<file path="config.mk">
export PLATFORM = sky130hd
export DESIGN_NAME = interrupt_controller_mod
export DESIGN_NICKNAME = d
export VERILOG_FILES = /design/src/rtl/interrupt_controller_mod_pkg.sv /design/src/rtl/interrupt_controller_mod_prio.sv /design/src/rtl/interrupt_controller_mod.sv
export SDC_FILE = /design/constraint.sdc
export NUM_CORES = 1
export LEC_CHECK = 0
export CAP_MARGIN = 25
export CORE_ASPECT_RATIO = 1.2
export CORE_MARGIN = 1
export CORE_UTILIZATION = 44
export CTS_BUF_LIST = sky130_fd_sc_hd__clkbuf_8 sky130_fd_sc_hd__clkbuf_16
export CTS_CLUSTER_DIAMETER = 100
export DETAILED_ROUTE_END_ITERATION = 16
export PLACE_DENSITY = 0.77
export SLEW_MARGIN = 20
export SYNTH_ARGS = -nofsm -noshare
export SYNTH_HDL_FRONTEND = slang
export SYNTH_HIERARCHICAL = 1
export SYNTH_SLANG_ARGS = --single-unit
</file>
<file path="constraint.sdc">
create_clock -name clock_i -period 2.6 [get_ports clock_i]
set_clock_uncertainty 0.15 [all_clocks]
set_input_delay 0.26 -clock clock_i [delete_from_list [all_inputs] [get_ports clock_i]]
set_output_delay 0.26 -clock clock_i [all_outputs]
set_load 0.01 [all_outputs]
</file>
<file path="src/rtl/interrupt_controller_mod_pkg.sv">
// Shared constants for the interrupt controller: source bit positions,
// vector layout defaults, register addresses and the dispatch FSM encoding.
package interrupt_controller_mod_pkg;

  localparam int IRQ_VBLANK = 0;
  localparam int IRQ_STAT   = 1;
  localparam int IRQ_TIMER  = 2;
  localparam int IRQ_SERIAL = 3;
  localparam int IRQ_JOYPAD = 4;

  localparam logic [15:0] DEF_VECTOR_BASE   = 16'h0040;
  localparam int          DEF_VECTOR_STRIDE = 8;

  localparam logic [15:0] ADDR_IF = 16'hFF0F;
  localparam logic [15:0] ADDR_IE = 16'hFFFF;

  // reg_sel encoding of the two registers
  localparam logic SEL_IF = 1'b0;
  localparam logic SEL_IE = 1'b1;

  typedef enum logic [1:0] {
    ST_IDLE    = 2'd0,
    ST_REQ     = 2'd1,
    ST_SERVICE = 2'd2
  } irq_state_e;

endpackage

</file>
<file path="src/rtl/interrupt_controller_mod_prio.sv">
// Fixed-priority encoder: the lowest set pending bit wins.
module irq_priority_encoder_mod #(
  parameter int W = 5
) (
  input  logic [W-1:0] pending_i,
  output logic         valid_o,
  output logic [2:0]   idx_o
);

  // Scan from the top down so the lowest index is the last one written.
  always_comb begin
    valid_o = 1'b0;
    idx_o   = 3'd0;
    for (int i = W - 1; i >= 0; i--) begin
      if (pending_i[i]) begin
        valid_o = 1'b1;
        idx_o   = 3'(i);
      end
    end
  end

endmodule

</file>
<file path="src/rtl/interrupt_controller_mod.sv">
// Interrupt controller: edge-flagged IF, IE mask, delayed-EI master enable
// and a REQ/ack/SERVICE handshake with the control unit.
module interrupt_controller_mod
  import interrupt_controller_mod_pkg::*;
#(
  parameter int          NUM_IRQ       = 5,
  parameter logic [15:0] VECTOR_BASE   = DEF_VECTOR_BASE,
  parameter int          VECTOR_STRIDE = DEF_VECTOR_STRIDE
) (
  input  logic               clock_i,
  input  logic               reset_i,
  input  logic [NUM_IRQ-1:0] irq_lines_i,
  input  logic               reg_wr_i,
  input  logic               reg_sel_i,
  input  logic [7:0]         reg_wdata_i,
  output logic [7:0]         reg_rdata_o,
  input  logic               ime_set_i,
  input  logic               ime_clear_i,
  input  logic               reti_i,
  input  logic               inst_done_i,
  output logic               int_req_o,
  output logic [15:0]        int_vector_o,
  input  logic               int_ack_i,
  output logic               halt_wake_o,
  output logic               ime_o
);

  logic [NUM_IRQ-1:0] prev_q, if_q, if_d;
  logic [NUM_IRQ-1:0] edge_w, pending, ack_mask;
  logic [7:0]         ie_q, ie_d;
  logic               ime_q, ime_d, armed_q, armed_d;
  irq_state_e         state_q, state_d;
  logic [2:0]         win_idx, svc_idx_q, svc_idx_d, vec_idx;
  logic               win_vld, ack_fire;

  assign edge_w  = irq_lines_i & ~prev_q;
  assign pending = ie_q[NUM_IRQ-1:0] & if_q;

  irq_priority_encoder_mod #(.W(NUM_IRQ)) u_prio (
    .pending_i (pending),
    .valid_o   (win_vld),
    .idx_o     (win_idx)
  );

  assign int_req_o   = (state_q == ST_REQ) & ime_q & win_vld;
  assign ack_fire    = int_req_o & int_ack_i;
  assign halt_wake_o = |pending;
  assign ime_o       = ime_q;
  assign ack_mask    = NUM_IRQ'(1) << win_idx;

  // Once acknowledged the vector is held on the latched index, so the
  // dispatch microcode sees a stable target even after IF[idx] clears.
  assign vec_idx = (state_q == ST_SERVICE) ? svc_idx_q : win_idx;

  always_comb begin
    int_vector_o = VECTOR_BASE;
    if (state_q == ST_SERVICE || win_vld)
      int_vector_o = VECTOR_BASE + 16'(VECTOR_STRIDE) * {13'd0, vec_idx};
  end

  always_comb begin
    reg_rdata_o = 8'hFF;
    if (reg_sel_i == SEL_IE) reg_rdata_o = ie_q;
    else                     reg_rdata_o[NUM_IRQ-1:0] = if_q;
  end

  // Edges are OR-ed in last: a fresh edge beats both a write and an ack-clear.
  always_comb begin
    if_d = if_q;
    if (reg_wr_i && reg_sel_i == SEL_IF) if_d = reg_wdata_i[NUM_IRQ-1:0];
    if (ack_fire) if_d = if_d & ~ack_mask;
    if_d = if_d | edge_w;
  end

  always_comb begin
    ie_d = ie_q;
    if (reg_wr_i && reg_sel_i == SEL_IE) ie_d = reg_wdata_i;
  end

  // Later assignments win: clear and dispatch override every enable source.
  always_comb begin
    ime_d   = ime_q;
    armed_d = armed_q;
    if (armed_q && inst_done_i && !ime_set_i) begin
      ime_d   = 1'b1;
      armed_d = 1'b0;
    end
    if (ime_set_i) armed_d = 1'b1;
    if (reti_i)    ime_d   = 1'b1;
    if (ime_clear_i || ack_fire) begin
      ime_d   = 1'b0;
      armed_d = 1'b0;
    end
  end

  always_comb begin
    state_d   = state_q;
    svc_idx_d = svc_idx_q;
    case (state_q)
      ST_IDLE:    if (ime_q && win_vld) state_d = ST_REQ;
      ST_REQ: begin
        if (ack_fire) begin
          state_d   = ST_SERVICE;
          svc_idx_d = win_idx;
        end else if (!int_req_o) begin
          state_d = ST_IDLE;
        end
      end
      ST_SERVICE: if (inst_done_i) state_d = ST_IDLE;
      default:    state_d = ST_IDLE;
    endcase
  end

  // prev resets high so lines already asserted at release do not flag.
  always_ff @(posedge clock_i or posedge reset_i) begin
    if (reset_i) begin
      prev_q    <= '1;
      if_q      <= '0;
      ie_q      <= 8'h00;
      ime_q     <= 1'b0;
      armed_q   <= 1'b0;
      state_q   <= ST_IDLE;
      svc_idx_q <= 3'd0;
    end else begin
      prev_q    <= irq_lines_i;
      if_q      <= if_d;
      ie_q      <= ie_d;
      ime_q     <= ime_d;
      armed_q   <= armed_d;
      state_q   <= state_d;
      svc_idx_q <= svc_idx_d;
    end
  end

endmodule

</file>
; ---- After elaboration in Yosys (flattened, before gate mapping)
; Cells that the tools add are included.
; Widths: inputs -> output; s select.
[word_totals]
regBits = 25
latch_bits = 0
ramBits = 0
mem_bits_ro = 0
in_bits = 22
output_inout_bits = 27
memories = 0
[op_classes]
n_addsub = 1
mul = 0
n_div = 0
magnitude_cmp = 0
n_eq_ne = 5
shift = 1
mux = 27
bitwise = 10
reduce_logical = 14
[ops]
columns = cell, n
row1 = $mux 3, 7
row2 = $and 5x5->5, 3
row3 = $mux 5, 3
row4 = $mux 1, 11
row5 = $not 5->5, 2
row6 = $add 7x6->8 const A, 1
row7 = $mux 2, 4
row8 = $mux 8, 1
row9 = $pmux 2 s3, 1
row10 = $reduce_bool 3->1, 2
row11 = $logic_and 1x1->1, 5
row12 = $or 5x5->5, 1
row13 = $reduce_or 5->1, 1
row14 = $shl 1x3->5 const A, 1
row15 = $ne 2x2->1 const B, 2
row16 = $and 1x1->1, 3
row17 = $ne 3x3->1 const B, 1
row18 = $reduce_and 3->1, 1
row19 = $eq 2x1->1 const B, 1
row20 = $eq 2x2->1 const B, 1
row21 = $logic_not 2->1, 1
row22 = $logic_or 1x1->1, 2
row23 = $reduce_and 2->1, 1
row24 = $logic_not 1->1, 1
row25 = $not 1->1, 1

; ---- Logic depth before layout (Yosys ltp)
; Gate-level depths: netlist (run 1).
[logic_depth]
ltp_word = 11
ltp_mapped = 7

; ---- By module
; Netlist (run 1), hierarchy kept.
[by_module_without_submodules]
columns = module, n_inst, cells_per_inst, area_per_inst_um2, seq_area_each_um2
row1 = interrupt_controller_mod, 1, 120, 1298.7, 631.9
row2 = irq_priority_encoder_mod, 1, 8, 48.8, 0.0

; ---- Least setup slack after synthesis (run 1)
; Ideal clock, no wire load.
[synth_timing]
kind = flip-flop to flip-flop
from = register if_q[0]
to = register svc_idx_q[2]
setup_time_ns = 0.125
t_arrival_ns = 1.615
path_slack_ns = 0.710
stages_incl_launch_ff = 8
n_path_buf = 0
period_less_slack_ns = 1.890
cell_sequence = dfrtp_1 > and2_1 > nor4_2 > nand2b_1 > nand4b_4 > inv_2 > nand2_1 > mux2_4
[synth_via]
elab_chain_len = 5
[synth_rtl]
columns = element, line_no
row1 = "start, declared", interrupt_controller_mod.sv:28  ; logic [NUM_IRQ-1:0] prev_q, if_q, if_d;
row2 = "start signal, assigned", interrupt_controller_mod.sv:126  ; if_q <= if_d;
row3 = $and 5x5->5, interrupt_controller_mod.sv:37  ; assign pending = ie_q[NUM_IRQ-1:0] & if_q;
row4 = via pending[0], interrupt_controller_mod.sv:29  ; logic [NUM_IRQ-1:0] edge_w, pending, ack_mask;
row5 = $mux 1, interrupt_controller_mod_prio.sv:15  ; if (pending_i[i]) begin
row6 = via win_vld, interrupt_controller_mod.sv:34  ; logic win_vld, ack_fire;
row7 = $and 1x1->1, interrupt_controller_mod.sv:45  ; assign int_req_o = (state_q == ST_REQ) & ime_q & win_vld;
row8 = via int_req_o, interrupt_controller_mod.sv:21  ; output logic int_req_o,
row9 = $and 1x1->1, interrupt_controller_mod.sv:46  ; assign ack_fire = int_req_o & int_ack_i;
row10 = $reduce_and 2->1 (no line), -
row11 = "end signal, assigned", interrupt_controller_mod.sv:131  ; svc_idx_q <= svc_idx_d;
row12 = "end, declared", interrupt_controller_mod.sv:33  ; logic [2:0] win_idx, svc_idx_q, svc_idx_d, vec_idx;
; The timed path passes the listed nets, and every way through them passes these cells.
; A chain may end at the register's enable or synchronous reset.

; ---- Worst setup path in the final report (run 1)
[layout_timing]
from = register if_q[0]
to = output port halt_wake_o
[layout_via]
elab_chain_len = 2
[layout_rtl]
columns = element, line_no
row1 = $and 5x5->5, interrupt_controller_mod.sv:37
row2 = via pending[0], interrupt_controller_mod.sv:29
row3 = $reduce_or 5->1, interrupt_controller_mod.sv:47  ; assign halt_wake_o = |pending;
row4 = "end, declared", interrupt_controller_mod.sv:24  ; output logic halt_wake_o,
; The timed path passes the listed nets, and every way through them passes these cells.

==> results of run 1 <==
[power groups by stage]
stage	Combinational (W)	Sequential, W	Clock [W]
final	0.000300	0.000478	0.000225
after global routing	0.000330	0.000485	0.000243
after CTS	0.000305	0.000477	0.000234
after detailed placement	0.000303	0.000485	0
after global placement	0.000295	0.000482	0
after floorplan	0.000189	0.000474	0
[cells by family (layout without fill, tap and decap cells)]
| logic type | after synthesis | in the layout | synth area share [%] |
|---|---|---|---|
| buffers and inverters | 26 | 53 | 11.2 |
| and+or+nand+nor | 40 | 40 | 18.2 |
| DFF | 25 | 25 | 46.9 |
| AOI/OAI and AO/OA | 15 | 15 | 6.59 |
| other | 2 | 13 | 0.557 |
| muxes | 20 | 20 | 16.5 |
[timing repair]
action,CTS,global route
pin swaps,0,2
resized for setup,2,3
hold endpoints to repair,0,0
endpoints found under the setup margin,1,3
[worst register-to-register path, stage by stage (launching register included)]
cell and delay, ns:
dfrtp_1 0.40, and2_1 0.20, nor4_2 0.31, nand2b_1 0.21, nand4b_4 0.20, inv_2 0.05, nand2_1 0.10, mux2_4 0.30
[how the worst max path moves through the flow]
stage | from | end
2_1_floorplan | if_q[0] | svc_idx_q[2]
6_report | if_q[0] | halt_wake_o
3_5_place_dp | if_q[0] | int_vector_o[5]
5_1_grt | if_q[0] | halt_wake_o
3_3_place_gp | if_q[0] | int_vector_o[5]
4_1_cts | if_q[0] | int_req_o
[placed cells by master (no fill, tap or decap), drive strengths merged, types with 6 or more instances in the layout]
cell type      count
mux2              15
nand2b             7
dfrtp             20
nand2             11
clkdlybuf4s50     31
conb              13
and2               6
inv               11
[sequential cells by signal, indices dropped and copies added (netlist names)]
| signal | flops |
|---|---|
| state_q | 2 |
| ie_q | 8 |
| armed_q | 1 |
| if_q | 5 |
| prev_q | 5 |
| ime_o | 1 |
| svc_idx_q | 3 |
[metrics by stage]
stage / hold WS (ns) / setup slack, ns
global placement: 0.277 / 0.320
floorplan: 0.114 / 0.710
global route: 0.228 / 0.137
finish: 0.180 / 0.226
detailed placement: 0.289 / 0.277
CTS: 0.191 / 0.0519
[per-layer routing]
metal | part of all wire (%) | GRT usage, % | vias up | routed length [um]
met5 | 0 | 0 | - | 0
met4 | 2.5 | 8.55 | 0 | 62
met3 | 4.6 | 2.92 | 6 | 117
met2 | 50 | 29.1 | 38 | 1270
met1 | 43 | 21.4 | 461 | 1080
li1 | - | - | 485 | -
[layout make-up]
type                    instances  share of cell area [%]
multi-input cells              88                    34.8
well taps                      34                    2.43
repair buffers                 38                    21.7
inverters                      11                    2.36
clock inverters                 1                   0.286
clock buffers                   3                    2.36
flip-flops and latches         25                    36.1
==> reports/summary.txt, run 1 <==
Cells after DPL: 196
Synth warn: 6
Net switching power: 0.000284 W
Reg clk slew, reported paths: 0.09 ns
CP max stage delay: 0.49 ns
Residual DRC: 0
Input/output buffers: 35
Max-cap violations: 0
Crit share post-route: 91.3%
GPL Wtd Cong: 0.906
Buf+Inv Stages, Crit Path: 1
Routed Wire Length: 2.53 mm
Cell internal pwr: 0.000719 W
FP Rows: 21
Reg2Reg Setup Slack: 0.56 ns
Reg2Reg Capture Point: svc_idx_q[2]
Dpl cell area: 1690 um^2
Sequential power share: 47.6%
Logic pwr share: 29.9%
Chip Height: 62.6 um
Final setup fails: 0
Die area: 3290 um^2
Hold Crit Class: in2async
CP delay by family, top: simple AND/OR/NAND/NOR gates
Setup TNS: 0 ns
Initial DRT Pass Iterations: 4
Multi-input gate area: 608 um^2
Leakage: 0.822 nW
Clock Tree Buf Depth: 2
Num CTS Buffers: 3
DR iter-0 viols: 18
HPWL Detailed: 2.05 mm
Max-slew violation count: 0
R2r worst-path depth: 7
Root Buffer: clkbuf_8
Clock power share: 22.4%
Share of cells above drive strength 1: 19.9%
Filler cell count: 247
Slowest CP cell: clkdlybuf4s50_1
Die Wd: 52.5 um
Core area: 2860 um^2
Routed len/inst: 12.6 um
Area Growth Syn to Fin: 29.8%
Top cells by area, synth: dfrtp_1 37%, mux2_2 12%, dfstp_2 9.7%
RSZ-0062 raised after global routing: no
Post-route core utilization: 61.1%
CP arrival: 1.96 ns
Critical path capture point type: output port
Diode count: 0
Most used DFF post-synth: dfrtp_1
Cell taking the most area after synthesis: dfrtp_1
P per Cell Area: 573 nW/um^2
Async S/R FF share, synth: 100%
Peak supply drop: 462 uV
Register area share after synthesis: 46.9%
Nets: 189
Final Instance Area: 1750 um^2
Clk_lat worst skew: 0.27 ns
Critical path depth in cells: 4
Clk sink count: 25
Largest net degree at the start of global routing: 26
EDFF count, synth: 0
Required time worst endpoint: 2.19 ns
Hold-fix buffers, CTS: 0
Total power: 0.00100 W
H-tree levels: 1
Total number of vias: 990
Mapped cell area: 1350 um^2
Setup Fix Bufs, Post-CTS: 0
CTS tree: yes
Critical path launch point type: flop
Crit path kind: reg2out
Post-synth top cells: 20 x dfrtp_1, 14 x buf_4, 14 x mux2_2
Status: completed
Starting Density: 47.1%
Critical R2R Launch: if_q[0]
Final Critical Period: 2.37 ns
ANT nets after route: 0
Reg area: 632 um^2
CP Max Fanout: 4
Cell with the most instances after synthesis: dfrtp_1
Fmax achieved: 421 MHz
Worst-path cell chain: and2_1 > or2_1 > or4_1 > clkdlybuf4s50_1
Congestion Overflow GR: 0
GRT Total Usage: 17.6%
Synthesis-stage register bit count: 25
Vias in the first global route: 1,022
Switching fraction of total power: 28.3%
Vias per Instance: 4.95
First-pass GRT wire length: 4.28 mm
Post-synth top area share: 37.1%
Synthesized instance count: 128
Fin cells: 200
Antenna violations before repair: 0
Total I/O pin count: 49
Avg Inst Size Synth: 10.5 um^2
Distinct cells, synth: 30
Hold Fails Final Rpt: 0
(Power assumes the default switching activity.)
==> run 2, diff against run 1 <==
Settings changed: CORE_UTILIZATION 44 to 47, PLACE_DENSITY 0.77 to 0.82.
Clock period 2.6 ns to 2.9 ns, I/O delays scaled along.
==> reports/summary.txt, run 2 (same netlist as run 1, synthesis figures left out) <==
Critical path capture point type: output port
Crit share post-route: 91.7%
Hold Fails Final Rpt: 0
P per Cell Area: 517 nW/um^2
Required time worst endpoint: 2.46 ns
Hold Crit Class: in2async
Hold-fix buffers, CTS: 0
Residual DRC: 0
Max FFs per register: 8
Fmax achieved: 376 MHz
Final Instance Area: 1750 um^2
Die area: 3090 um^2
Total number of vias: 970
Clk sink count: 25
Starting Density: 51.3%
Logic pwr share: 30.2%
Diode count: 0
Dpl cell area: 1690 um^2
RSZ-0062 raised after global routing: no
DR iter-0 viols: 23
Setup TNS: 0 ns
GPL Wtd Cong: 0.868
Met2 routed WL: 1.34 mm
Most common cell after layout, fill and taps aside: clkdlybuf4s50_1
Congestion Overflow GR: 0
CP Max Fanout: 4
Die Wd: 50.9 um
First-pass GRT wire length: 4.15 mm
Cell internal pwr: 0.000647 W
Largest net degree at the start of global routing: 26
GRT Total Usage: 18.5%
Reg clk slew, reported paths: 0.09 ns
Clk_lat worst skew: 0.26 ns
Area Growth Syn to Fin: 29.6%
Leakage: 0.773 nW
Switching fraction of total power: 28.3%
Routed wl met3: 86 um
Clock Tree Buf Depth: 2
Peak supply drop: 484 uV
M1 WL: 1.05 mm
Max-slew violation count: 0
Final Critical Period: 2.66 ns
CP arrival: 2.22 ns
Core area: 2630 um^2
Final setup fails: 0
Routed len/inst: 12.5 um
Num CTS Buffers: 3
Root Buffer: clkbuf_8
Critical path launch point type: flop
Setup Fix Bufs, Post-CTS: 0
Largest regs: ie_q (8), if_q (5), prev_q (5)
Clock power share: 22.4%
Initial DRT Pass Iterations: 4
HPWL Detailed: 1.96 mm
Crit path kind: reg2out
Max-cap violations: 0
Vias in the first global route: 964
Sequential power share: 47.4%
Chip Height: 60.7 um
ANT nets after route: 0
Input/output buffers: 35
Filler cell count: 217
H-tree levels: 1
Status: completed
Share of cells above drive strength 1: 19.3%
FP Rows: 20
Most flops, register: ie_q
Nets: 189
CTS resizes: 0
Total I/O pin count: 49
Most frequent cells in the layout: 35 x clkdlybuf4s50_1, 20 x dfrtp_1, 14 x mux2_2
Net switching power: 0.000255 W
Top Metal Used: met4
Routed Wire Length: 2.50 mm
CTS tree: yes
Vias per Instance: 4.87
Antenna violations before repair: 0
-- run 2: changes by cell type in the layout (fill, tap and decap cells not counted), sizes merged --
cell           before  now
dlymetal6s2s        3    0
clkdlybuf4s50      31   35
dlygate4sd2         1    0
-- run 2: metal layers --
layer / global-route usage (%) / up-vias
li1: - / 481
met1: 20.0 / 457
met2: 35.8 / 30
met3: 3.01 / 2
met4: 7.54 / 0
met5: 0 / -
-- run 2: worst paths after layout --
kind | from | end | slack [ns] | cells after the start
worst min register to register | state_q[1] | state_q[0] | 0.30 | 1
max in group asynchronous | reset_i | prev_q[3] | 2.03 | 3
min in group clock_i | state_q[1] | state_q[0] | 0.30 | 1
worst min-delay path | reset_i | if_q[4] | 0.08 | 2
worst max register to register | if_q[0] | svc_idx_q[2] | 0.83 | 7
worst max-delay path | if_q[0] | int_vector_o[5] | 0.24 | 6
-- run 2: power groups by stage --
| stage | combinational (W) | clock, W | sequential [W] |
|---|---|---|---|
| floorplan | 0.000169 | 0 | 0.000425 |
| global placement | 0.000263 | 0 | 0.000431 |
| detailed placement | 0.000270 | 0 | 0.000434 |
| CTS | 0.000273 | 0.000209 | 0.000427 |
| global route | 0.000297 | 0.000224 | 0.000433 |
| finish | 0.000273 | 0.000202 | 0.000428 |
-- run 2: stage by stage --
step                      total power, W  util (%)  instances  hold WS (ns)  setup slack, ns
after global placement          0.000693      64.1        194         0.278            0.607
final                           0.000903      66.5        199        0.0799            0.241
after detailed placement        0.000704      64.1        194         0.291            0.542
after CTS                       0.000909      65.9        198         0.298            0.237
after floorplan                 0.000594         -        139         0.144             1.01
after global routing            0.000955      66.5        199        0.0934            0.107
-- run 2: cell type report --
cell class / count / area (um^2) / area share, %
Multi-Input combinational cell: 88 / 606 / 34.7
Clock buffer: 3 / 41.3 / 2.36
Clock inverter: 1 / 5.00 / 0.287
Sequential cell: 25 / 632 / 36.2
Timing Repair Buffer: 38 / 380 / 21.8
Inverter: 11 / 41.3 / 2.36
Tap cell: 33 / 41.3 / 2.36
-- run 2: critical path, stage by stage (launching register included) --
cell	delay, ns
dfrtp_1	0.40
and2_1	0.20
nor4_2	0.32
and2_1	0.24
nand2_1	0.06
o21ai_0	0.17
clkdlybuf4s50_1	0.56
==> run 3, diff against run 2 <==
Settings changed: CORE_UTILIZATION 47 to 30, PLACE_DENSITY 0.82 to 0.61.
==> reports/summary.txt, run 3 (same netlist as run 1, synthesis figures left out) <==
Routed len/inst: 12.1 um
Most common cell after layout, fill and taps aside: clkdlybuf4s50_1
Most flops, register: ie_q
Largest regs: ie_q (8), if_q (5), prev_q (5)
Fmax achieved: 377 MHz
CP max stage delay: 0.56 ns
Leakage: 0.774 nW
Max-cap violations: 0
Starting Density: 31.4%
Reg2Reg Capture Point: svc_idx_q[2]
GRT Total Usage: 12.1%
Diode count: 0
Most frequent cells in the layout: 35 x clkdlybuf4s50_1, 20 x dfrtp_1, 14 x mux2_2
Worst-path cell chain: and2_1 > nor4_2 > and2_1 > nand2_1 > o21ai_0 > clkdlybuf4s50_1
Total number of vias: 988
Initial DRT Pass Iterations: 4
Setup TNS: 0 ns
Num CTS Buffers: 3
Congestion Overflow GR: 0
Slowest CP cell: clkdlybuf4s50_1
Critical path launch point type: flop
Critical R2R Launch: if_q[0]
Residual DRC: 0
Nets: 189
Die Wd: 63.2 um
Critical path capture point type: output port
Hold-fix buffers, CTS: 0
Total I/O pin count: 49
Final Critical Period: 2.65 ns
Max-slew violation count: 0
R2r worst-path depth: 7
Core area: 4290 um^2
FP Rows: 26
Required time worst endpoint: 2.46 ns
Final setup fails: 0
H-tree levels: 1
CP Max Fanout: 4
Clock Tree Buf Depth: 2
Total power: 0.000902 W
Vias in the first global route: 1,000
Hold Fails Final Rpt: 0
Peak supply drop: 267 uV
GPL Wtd Cong: 0.810
Root Buffer: clkbuf_8
HPWL Detailed: 2.08 mm
Area Growth Syn to Fin: 31.7%
Max FFs per register: 8
Clk sink count: 25
Clk_lat worst skew: 0.26 ns
Antenna violations before repair: 0
Critical path origin: if_q[0]
Status: completed
Critical Path End: int_vector_o[5]
Cell repeated most along the worst path: and2_1
Slew Limit Headroom: 63.5%
DR iter-0 viols: 20
Crit share post-route: 91.5%
Crit path kind: reg2out
Setup Fix Bufs, Post-CTS: 0
ANT nets after route: 0
Reg clk slew, reported paths: 0.09 ns
Die area: 4760 um^2
P per Cell Area: 508 nW/um^2
Largest net degree at the start of global routing: 26
CP arrival: 2.21 ns
CTS tree: yes
Input/output buffers: 35
RSZ-0062 raised after global routing: no
Chip Height: 75.4 um
Routed Wire Length: 2.68 mm
Worst Tran Pin Value: 0.547 ns
Hold Crit Class: in2async
Share of cells above drive strength 1: 18.7%
First-pass GRT wire length: 4.49 mm
Reg2Reg Setup Slack: 0.84 ns
CTS resizes: 0
Vias per Instance: 4.45
[run 3: area by class of cell]
class	instances	area, um^2
flip-flops and latches	25	632
well taps	56	70.1
multi-input cells	88	606
fillers	454	2520
repair buffers	38	380
clock inverters	1	3.75
inverters	11	41.3
clock buffers	3	41.3
[run 3: how the worst min path moves through the flow]
stage | from | endpoint | slack, ns | depth (start not counted)
floorplan | irq_lines_i[0] | prev_q[0] | 0.14 | 0
global placement | state_q[1] | state_q[0] | 0.28 | 1
detailed placement | state_q[1] | state_q[0] | 0.28 | 1
CTS | state_q[1] | state_q[0] | 0.30 | 1
global route | reset_i | svc_idx_q[2] | 0.24 | 2
finish | reset_i | svc_idx_q[2] | 0.21 | 2
[run 3: worst max-delay path: cells and delay by family, from the launching register on]
kind | cells | cell delay (ns)
and+or+nand+nor | 4 | 0.81
AOI/OAI and AO/OA | 1 | 0.17
buffers and inverters | 1 | 0.56
DFF | 1 | 0.40
[run 3: where the power goes]
| part | leakage, nW | total, W | switching [W] | internal (W) |
|---|---|---|---|---|
| combinational | 0.458 | 0.000275 | 0.000121 | 0.000153 |
| sequential | 0.289 | 0.000426 | 0.0000276 | 0.000398 |
| clock | 0.0269 | 0.000201 | 0.000107 | 0.0000946 |
| total | 0.774 | 0.000902 | 0.000256 | 0.000646 |
[run 3: stage by stage]
stage | hold slack [ns] | util [%] | setup WS [ns] | area (um^2) | instances
2_1_floorplan | 0.144 | - | 1.01 | 1390 | 139
3_3_place_gp | 0.279 | 39.9 | 0.564 | 1710 | 217
3_5_place_dp | 0.284 | 39.9 | 0.567 | 1710 | 217
4_1_cts | 0.298 | 41.0 | 0.239 | 1760 | 221
5_1_grt | 0.243 | 41.3 | 0.0657 | 1770 | 222
6_report | 0.211 | 41.3 | 0.247 | 1770 | 222
[run 3: routing by layer]
layer | vias up | global-route usage (%) | wire [um]
li1 | 481 | - | -
met1 | 474 | 13.7 | 1150
met2 | 33 | 23.3 | 1420
met3 | 0 | 2.10 | 110
met4 | 0 | 3.79 | 0
met5 | - | 0 | 0
